<file path="src/rtl/packet_transmitter_if.sv">
// AXI-Stream beat bundle (512-bit data) shared by the cable stream and the
// compare-FIFO copy stream.
interface packet_transmitter_if;
  logic [511:0] tdata;
  logic [63:0]  tkeep;
  logic         tlast;
  logic         tvalid;
  logic         tready;

  modport master (output tdata, output tkeep, output tlast, output tvalid, input tready);
  modport slave  (input tdata, input tkeep, input tlast, input tvalid, output tready);
endinterface

</file>
<file path="src/rtl/packet_transmitter.sv">
// Cable-test packet generator: one deterministic 512-bit beat stream presented
// on two AXI-Stream outputs; a beat retires only once both have accepted it.
module packet_transmitter #(
  parameter int LEN_WIDTH = 16,
  parameter int CNT_WIDTH = 32
) (
  input  logic                 clk,
  input  logic                 resetn,
  input  logic                 start,
  input  logic                 stop,
  input  logic [LEN_WIDTH-1:0] packet_len,
  input  logic [CNT_WIDTH-1:0] packet_count,
  input  logic [31:0]          seed,
  output logic                 busy,
  output logic [CNT_WIDTH-1:0] packets_sent,
  packet_transmitter_if.master axis_out,
  packet_transmitter_if.master axis_fifo_out
);

  localparam logic [0:0] ST_IDLE = 1'b0;
  localparam logic [0:0] ST_RUN  = 1'b1;

  localparam logic [LEN_WIDTH-1:0] LEN_ONE = LEN_WIDTH'(1);
  localparam logic [CNT_WIDTH-1:0] CNT_ONE = CNT_WIDTH'(1);

  logic [0:0]           state_r;
  logic [LEN_WIDTH-1:0] len_r;
  logic [CNT_WIDTH-1:0] count_r;
  logic [CNT_WIDTH-1:0] packets_sent_r;
  logic [LEN_WIDTH-1:0] beat_idx_r;
  logic [31:0]          word_r;
  logic [511:0]         tdata_r;
  logic                 tlast_r;
  logic                 out_pend_r;
  logic                 fifo_pend_r;
  logic                 stop_pend_r;

  logic                 retire_s;
  logic                 last_retire_s;
  logic                 done_s;
  logic [LEN_WIDTH-1:0] next_idx_s;

  function automatic logic [511:0] beat_pattern(input logic [31:0] w);
    logic [511:0] r;
    r = '0;
    for (int k = 0; k < 16; k++) begin
      r[32*k +: 32] = w + 32'(k);
    end
    return r;
  endfunction

  // Retire/completion decode: a beat retires once every still-pending stream handshakes.
  always_comb begin
    retire_s      = 1'b0;
    last_retire_s = 1'b0;
    done_s        = 1'b0;
    next_idx_s    = '0;
    if (state_r == ST_RUN) begin
      retire_s = (!out_pend_r || axis_out.tready) && (!fifo_pend_r || axis_fifo_out.tready);
    end else begin
      retire_s = 1'b0;
    end
    last_retire_s = retire_s && tlast_r;
    // stop arriving with the final retire still ends the run at that retire
    done_s = last_retire_s &&
             (((count_r != '0) && ((packets_sent_r + CNT_ONE) == count_r)) || stop_pend_r || stop);
    if (tlast_r) begin
      next_idx_s = '0;
    end else begin
      next_idx_s = beat_idx_r + LEN_ONE;
    end
  end

  // Run control FSM plus the shared beat register and per-stream pending flags.
  always_ff @(posedge clk or negedge resetn) begin
    if (!resetn) begin
      state_r        <= ST_IDLE;
      len_r          <= LEN_ONE;
      count_r        <= '0;
      packets_sent_r <= '0;
      beat_idx_r     <= '0;
      word_r         <= 32'd0;
      tdata_r        <= '0;
      tlast_r        <= 1'b0;
      out_pend_r     <= 1'b0;
      fifo_pend_r    <= 1'b0;
      stop_pend_r    <= 1'b0;
    end else begin
      case (state_r)
        ST_IDLE: begin
          if (start) begin
            len_r          <= (packet_len == '0) ? LEN_ONE : packet_len;
            count_r        <= packet_count;
            packets_sent_r <= '0;
            stop_pend_r    <= 1'b0;
            beat_idx_r     <= '0;
            tdata_r        <= beat_pattern(seed);
            tlast_r        <= (packet_len <= LEN_ONE);
            word_r         <= seed + 32'd16;
            out_pend_r     <= 1'b1;
            fifo_pend_r    <= 1'b1;
            state_r        <= ST_RUN;
          end
        end
        ST_RUN: begin
          if (stop) begin
            stop_pend_r <= 1'b1;
          end
          if (out_pend_r && axis_out.tready) begin
            out_pend_r <= 1'b0;
          end
          if (fifo_pend_r && axis_fifo_out.tready) begin
            fifo_pend_r <= 1'b0;
          end
          if (last_retire_s) begin
            packets_sent_r <= packets_sent_r + CNT_ONE;
          end
          if (done_s) begin
            state_r     <= ST_IDLE;
            out_pend_r  <= 1'b0;
            fifo_pend_r <= 1'b0;
            tlast_r     <= 1'b0;
          end else if (retire_s) begin
            // next beat loads in the retire cycle so both-ready streams run at one beat per clock
            beat_idx_r  <= next_idx_s;
            tdata_r     <= beat_pattern(word_r);
            tlast_r     <= (next_idx_s == (len_r - LEN_ONE));
            word_r      <= word_r + 32'd16;
            out_pend_r  <= 1'b1;
            fifo_pend_r <= 1'b1;
          end
        end
        default: begin
          state_r <= ST_IDLE;
        end
      endcase
    end
  end

  assign busy         = (state_r == ST_RUN);
  assign packets_sent = packets_sent_r;

  assign axis_out.tdata       = tdata_r;
  assign axis_out.tkeep       = {64{1'b1}};
  assign axis_out.tlast       = tlast_r;
  assign axis_out.tvalid      = out_pend_r;

  assign axis_fifo_out.tdata  = tdata_r;
  assign axis_fifo_out.tkeep  = {64{1'b1}};
  assign axis_fifo_out.tlast  = tlast_r;
  assign axis_fifo_out.tvalid = fifo_pend_r;

endmodule
</file>
<file path="src/flat_wrapper.sv">
// flat-port wrapper written by rule: the top's interface ports become plain ports
module packet_transmitter_flat 
#(
  parameter int LEN_WIDTH = 16,
  parameter int CNT_WIDTH = 32
)
  (clk, resetn, start, stop, packet_len, packet_count, seed, busy, packets_sent, axis_out_tdata, axis_out_tkeep, axis_out_tlast, axis_out_tvalid, axis_out_tready, axis_fifo_out_tdata, axis_fifo_out_tkeep, axis_fifo_out_tlast, axis_fifo_out_tvalid, axis_fifo_out_tready);
  packet_transmitter_if axis_out_i ();
  packet_transmitter_if axis_fifo_out_i ();
  input  logic clk;
  input  logic resetn;
  input  logic start;
  input  logic stop;
  input  logic [LEN_WIDTH-1:0] packet_len;
  input  logic [CNT_WIDTH-1:0] packet_count;
  input  logic [31:0] seed;
  output logic busy;
  output logic [CNT_WIDTH-1:0] packets_sent;
  output wire logic [$bits(axis_out_i.tdata)-1:0] axis_out_tdata;
  output wire logic [$bits(axis_out_i.tkeep)-1:0] axis_out_tkeep;
  output wire logic [$bits(axis_out_i.tlast)-1:0] axis_out_tlast;
  output wire logic [$bits(axis_out_i.tvalid)-1:0] axis_out_tvalid;
  input wire logic [$bits(axis_out_i.tready)-1:0] axis_out_tready;
  output wire logic [$bits(axis_fifo_out_i.tdata)-1:0] axis_fifo_out_tdata;
  output wire logic [$bits(axis_fifo_out_i.tkeep)-1:0] axis_fifo_out_tkeep;
  output wire logic [$bits(axis_fifo_out_i.tlast)-1:0] axis_fifo_out_tlast;
  output wire logic [$bits(axis_fifo_out_i.tvalid)-1:0] axis_fifo_out_tvalid;
  input wire logic [$bits(axis_fifo_out_i.tready)-1:0] axis_fifo_out_tready;
  assign axis_out_tdata = axis_out_i.tdata;
  assign axis_out_tkeep = axis_out_i.tkeep;
  assign axis_out_tlast = axis_out_i.tlast;
  assign axis_out_tvalid = axis_out_i.tvalid;
  assign axis_out_i.tready = axis_out_tready;
  assign axis_fifo_out_tdata = axis_fifo_out_i.tdata;
  assign axis_fifo_out_tkeep = axis_fifo_out_i.tkeep;
  assign axis_fifo_out_tlast = axis_fifo_out_i.tlast;
  assign axis_fifo_out_tvalid = axis_fifo_out_i.tvalid;
  assign axis_fifo_out_i.tready = axis_fifo_out_tready;
  packet_transmitter #(.LEN_WIDTH(LEN_WIDTH), .CNT_WIDTH(CNT_WIDTH)) u_core (.clk(clk), .resetn(resetn), .start(start), .stop(stop), .packet_len(packet_len), .packet_count(packet_count), .seed(seed), .busy(busy), .packets_sent(packets_sent), .axis_out(axis_out_i), .axis_fifo_out(axis_fifo_out_i));
endmodule
</file>
<file path="config.mk">
export PLATFORM = sky130hd
export DESIGN_NAME = packet_transmitter_flat
export DESIGN_NICKNAME = d
export VERILOG_FILES = /design/src/rtl/packet_transmitter_if.sv /design/src/rtl/packet_transmitter.sv /design/src/flat_wrapper.sv
export SDC_FILE = /design/constraint.sdc
export NUM_CORES = 2
export LEC_CHECK = 0
export ABC_CLOCK_PERIOD_IN_PS = 7270
export CORE_AREA = 5 5 493 495
export DETAILED_ROUTE_END_ITERATION = 12
export DIE_AREA = 0 0 498 500
export SLEW_MARGIN = 20
export SYNTH_ARGS = -nofsm -noshare
export SYNTH_HDL_FRONTEND = slang
export SYNTH_SLANG_ARGS = --single-unit
</file>
<file path="constraint.sdc">
create_clock -name clk -period 7.27 [get_ports clk]
set_input_delay 1.0905 -clock clk [delete_from_list [all_inputs] [get_ports clk]]
set_output_delay 1.0905 -clock clk [all_outputs]
set_load 0.01 [all_outputs]
</file>
# Word level (Yosys, flattened, before mapping)
# Index checks and enable logic that the tools add are counted.
# word_totals
ram_bits	0
out_inout_bits	1189
reg_bits	645
latch_bits	0
memories	0
word_cells	116
in_bits	86
romBits	0
# op_classes
bitwise	1
addsub	35
magnitude_cmp	1
reduce_logical	21
shift	0
div	0
muxes	37
mul	0
n_eq_ne	10
# ops
cell	n
two-way mux 512 bit	3
case mux 512 bit (2 select lines)	1
adder 32 x 4 -> 32 bit (second input constant)	16
adder 32 x 3 -> 32 bit (second input constant)	8
two-way mux 32 bit	5
adder 32 x 2 -> 32 bit (second input constant)	4
case mux 32 bit (2 select lines)	2
adder 32 x 1 -> 32 bit (second input constant)	3
two-way mux 16 bit	5
adder 32 x 5 -> 32 bit (second input constant)	2
== test 32 bit	1
case mux 16 bit (2 select lines)	1
nonzero test 32 bit	1
adder 16 x 1 -> 16 bit (second input constant)	1
== test 16 bit	1
less-or-equal comparator 16 x 1 -> 1 bit (second input constant)	1
logical NOT 16 bit	1
subtractor 16 x 1 -> 16 bit (second input constant)	1
two-way mux 1 bit	15
AND reduction 2 bit	6
inequality test 2 bit (second input constant)	5
case mux 1 bit (2 select lines)	5
inequality test 4 bit (second input constant)	2
logical AND 1 bit	6
other kinds (5)	9

# Logic depth before layout (Yosys ltp)
# depth
word_depth	8
ltp_mapped	20

# Least setup slack after synthesis
# OpenSTA, ideal clock, no wires.
# synth_timing
path_kind	register to register
startpoint	register u_core.state_r, in the netlist u_core.busy
endpoint	register u_core.tdata_r[348], in the netlist u_core.axis_fifo_out.tdata[348]
arrival_time_ns	4.879
slack_ns	2.266
path_stages_with_launch	21
n_path_buf	9
required_time_ns	7.145
path_cell_list	dfrtp_1 buf_2 buf_2 buf_2 buf_2 buf_1 buf_2 mux2i_1 clkinv_1 buf_1 ha_1 clkbuf_1 inv_1 nor2_1 nand4_1 nor2_1 nand2_1 clkbuf_1 nor2_1 xnor2_1 mux2_4
# synth_between
elab_chain_len	5
word_cells_on_any_way	9
classes_between	3 x eq/ne; 2 x mux; 1 x bitwise; 3 x reduce/logical
# synth_rtl
element	line	source
from (decl)	packet_transmitter.sv:26	logic [0:0] state_r;
from (signal assigned)	packet_transmitter.sv:77	state_r <= ST_IDLE;
from (signal assigned)	packet_transmitter.sv:102	state_r <= ST_RUN;
from (signal assigned)	packet_transmitter.sv:119	state_r <= ST_IDLE;
two-way mux 1 bit	packet_transmitter.sv:58	if (state_r == ST_RUN) begin
logical AND 1 bit	packet_transmitter.sv:63	last_retire_s = retire_s && tlast_r;
logical AND 1 bit	packet_transmitter.sv:65	done_s = last_retire_s &&
inequality test 2 bit (no source line)	n/a	
AND reduction 3 bit (no source line)	n/a	
to (signal assigned)	packet_transmitter.sv:97	tdata_r <= beat_pattern(seed);
to (signal assigned)	packet_transmitter.sv:126	tdata_r <= beat_pattern(word_r);
to (decl)	packet_transmitter.sv:32	logic [511:0] tdata_r;
# Parallel ways exist; a longest one is shown, timed or not.
# A chain may end at the register's enable or synchronous reset.

# Worst setup path after layout
# layout_timing
startpoint	register u_core.packets_sent_r[4], in the netlist u_core.packets_sent[4]
endpoint	register u_core.tdata_r[253], in the netlist u_core.axis_fifo_out.tdata[253]
# layout_between
elab_chain_len	8
# layout_rtl
element	line	source
from (decl)	packet_transmitter.sv:29	logic [CNT_WIDTH-1:0] packets_sent_r;
from (signal assigned)	packet_transmitter.sv:116	packets_sent_r <= packets_sent_r + CNT_ONE;
adder 32 x 1 -> 32 bit	packet_transmitter.sv:66	(((count_r != '0) && ((packets_sent_r + CNT_ONE) == count_r)) || stop_pend_r || stop);
== test 32 bit	packet_transmitter.sv:66	
logical AND 1 bit	packet_transmitter.sv:66	
logical OR 1 bit (2 in series)	packet_transmitter.sv:66	
logical AND 1 bit	packet_transmitter.sv:65	
inequality test 2 bit (no source line)	n/a	
AND reduction 3 bit (no source line)	n/a	
# No other way between the ends.

==> summary.txt <==
Run status
  – Status: finished, final reports clean

Placement
  – Port Buf Inserts: around 1100
  – DP HPWL: between 200000 and 250000 um
  – Dpl ws: 1530 ps
  – Global placer's final weighted congestion: roughly 0.89

Power and ir drop
  – Leakage: 20.9 nW
  – PwrDens: ~500 mW/mm^2
  – Peak supply drop: ~0.24 mV
  – Pwr Total: approximately 0.027 W

Layout
  – Nets@finish: roughly 4400
  – Filler cells: about 26000
  – Area occupied by multi-input gates: between 0.015 and 0.02 sq mm
  – Final Util: between 20% and 30%
  – Fraction of layout cells with a size suffix above 1: between 10% and 20%
  – Register area: between 0.015 and 0.02 sq mm
  – Area delta synth->final: 36.0%

GRT
  – Initial antenna violation count: 38
  – Overflow after GRT: 0
  – Largest net degree at the start of global routing: around 130
  – GRT Total Usage: about a fifth
  – Vias in the first global route: around 31000
  – First-pass GRT wire length: 328000 um

Detailed routing
  – Vias: approximately 30000
  – Routed len/inst: between 30 and 40 um
  – DR pass1 iterations: 5
  – Final WL: ~260000 um
  – Drc violations: 0
  – Antenna Nets Post-Route: 0
  – 1st-iter DRT viols: 2169
  – Via density: 3.98

STA
  – Clock skew: 65.3 ps
  – RSZ-0062 raised after global routing: false
  – Fmax: around 0.18 GHz
  – Period utilization: between 70% and 80%
  – Crit path time final: between 5000 and 6000 ps
  – Hold slack: between 300 and 400 ps
  – Final Hold Viols: 0
  – Slew headroom: 13.8%
  – Setup TNS Final: 0 ps
  – Final setup viols: 0
  – Worst Tran Pin Value: about 1300 ps
  – Slew Limit Fails: 0
  – Final WS setup: ~1700 ps

Hold path
  – Hold Path Class: input port to asynchronous set/reset pin

Synthesis
  – Post-synth cell types: 70
  – Synth top cells by count: 676 x buf_4, 610 x dfrtp_1, 367 x nand2_1, 355 x xnor2_1, 306 x mux2_4
  – Avg Synthesized Cell Area: a little over 10 sq um
  – Largest cells by area after synthesis: dfrtp_1 39%, buf_4 13%, mux2_4 12%
  – Seq/Total Area, Yosys: 39.1%
  – Async set-reset flop share out of synthesis: 100%
  – #FFs+latches synth: 611
  – Leading area contributor after synthesis: dfrtp_1
  – Syn Inst Count: between 3000 and 4000
  – Synth Warn #: 0
  – Count leader, synth: buf_4
  – Synth top area share: approximately two fifths
  – EDFF count, synth: 0
  – Cell area after synthesis: 0.0391 sq mm
  – Prevailing post-synth register cell: dfrtp_1

Critical path
  – Worst path required time: 7830 ps
  – Setup CP Type: register to register
  – Critical Path Fanout Max: slightly below 100
  – Critical Path Source Type: register
  – Worst EP arrival: a little over 6000 ps
  – Critical Path End Type: register

Floorplan
  – # rows: 179
  – CORE AREA: around 0.24 sq mm
  – Die ar.: between 0.2 and 0.25 sq mm
  – Die width: about 500 um
  – # IOs: ~1300
  – Die Ht: 500 um
  – Starting Density: 16.5%

CTS
  – Post-CTS Setup Repair Bufs: 0
  – CTS Buf Count: 84
  – PostCTS Resize Cnt: 0
  – Clock transition at the registers of the reported paths: roughly 60 ps
  – Worst skew pair latency: between 700 and 800 ps
  – # hold bufs at CTS: 0
  – Clock Path Buffers: 3
  – Htree depth: 3
  – CTS tree: done
  – Root buf cell: clkbuf_16
  – Clock sinks: 611

Flow run
  – Total of max-cap violations: 0
-- routing by layer --
layer  global-route usage (%)  vias up  wire [um]
li1                         -    12900          -
met1                     24.6    15500     107000
met2                     30.4     1546     112000
met3                     8.25      302      26900
met4                     7.51       22      12000
met5                        0        -        120
-- final timing paths --
kind	start	endpoint	slack, ps	depth (start not counted)
max in group asynchronous	resetn	u_core.axis_fifo_out.tdata[197]	5450	2
max	u_core.packets_sent[4]	u_core.axis_fifo_out.tdata[253]	1680	10
min in group clk	u_core.word_r[0]	u_core.word_r[0]	470	2
min	resetn	u_core.axis_fifo_out.tdata[31]	330	1
max reg2reg	u_core.packets_sent[4]	u_core.axis_fifo_out.tdata[253]	1680	10
min reg2reg	u_core.word_r[0]	u_core.word_r[0]	470	2
-- through the flow --
step | instances | cell area [sq um]
floorplan | 3915 | 39500
global placement | 7424 | 50000
detailed placement | 7424 | 50000
CTS | 7576 | 53000
global route | 7579 | 53000
finish | 7610 | 53100
-- power by group --
part | total [W] | leakage [nW] | internal (W) | switching [W]
clock network | 0.00462 | 1.47 | 0.00273 | 0.00189
logic | 0.0149 | 11.8 | 0.00729 | 0.00763
registers | 0.00718 | 7.57 | 0.00482 | 0.00235
total | 0.0267 | 20.9 | 0.0149 | 0.0119
-- worst max-delay path, cell delays in order (launching register included) --
cell     delay (ps)
dfrtp_1         640
nand3_1         520
or3_1           630
or4_1           630
mux2i_1         310
a21oi_1         110
nand4_1         180
o21a_4          660
buf_12          450
buf_12          520
mux2_2          410
-- cells in the final DEF, fill, tap and decap left out, drive strengths merged, types with 66 or more instances in the layout --
cell,instances
a21oi,92
buf,78
clkbuf,110
clkdlybuf4s50,1145
conb,128
dfrtp,610
inv,76
mux2,477
nand2,367
nor2,275
o21ai,66
xnor2,355
xor2,140
-- layout make-up --
| type | count | share of cell area [%] |
|---|---|---|
| inverters | 69 | 0.488 |
| flip-flops and latches | 611 | 28.8 |
| repair buffers | 1223 | 22.9 |
| diodes | 33 | 0.155 |
| well taps | 3167 | 7.46 |
| multi-input cells | 2355 | 34.5 |
| clock inverters | 42 | 1.25 |
| clock buffers | 110 | 4.48 |
-- registers in the layout, summed over array words and instances, names as in the netlist --
register	count
u_core.word_r	32
u_core.len_r	16
u_core.axis_fifo_out.tdata	478
u_core.axis_fifo_out.tvalid	1
u_core.busy	1
u_core.packets_sent	32
u_core.count_r	32
u_core.beat_idx_r	16
u_core.axis_out.tvalid	1
u_core.axis_fifo_out.tlast	1
u_core.stop_pend_r	1
-- logic make-up after synthesis --
kind of cell    Yosys count  share of synthesized area (%)
flops                   611                           39.1
compound gates          261                           4.06
fa+ha+maj                17                          0.545
simple gates            911                           10.3
other cells               1                        0.00960
buf+inv                 949                           16.4
mux                     542                           18.4
xor+xnor                496                           11.2
(Power assumes the default switching activity.)
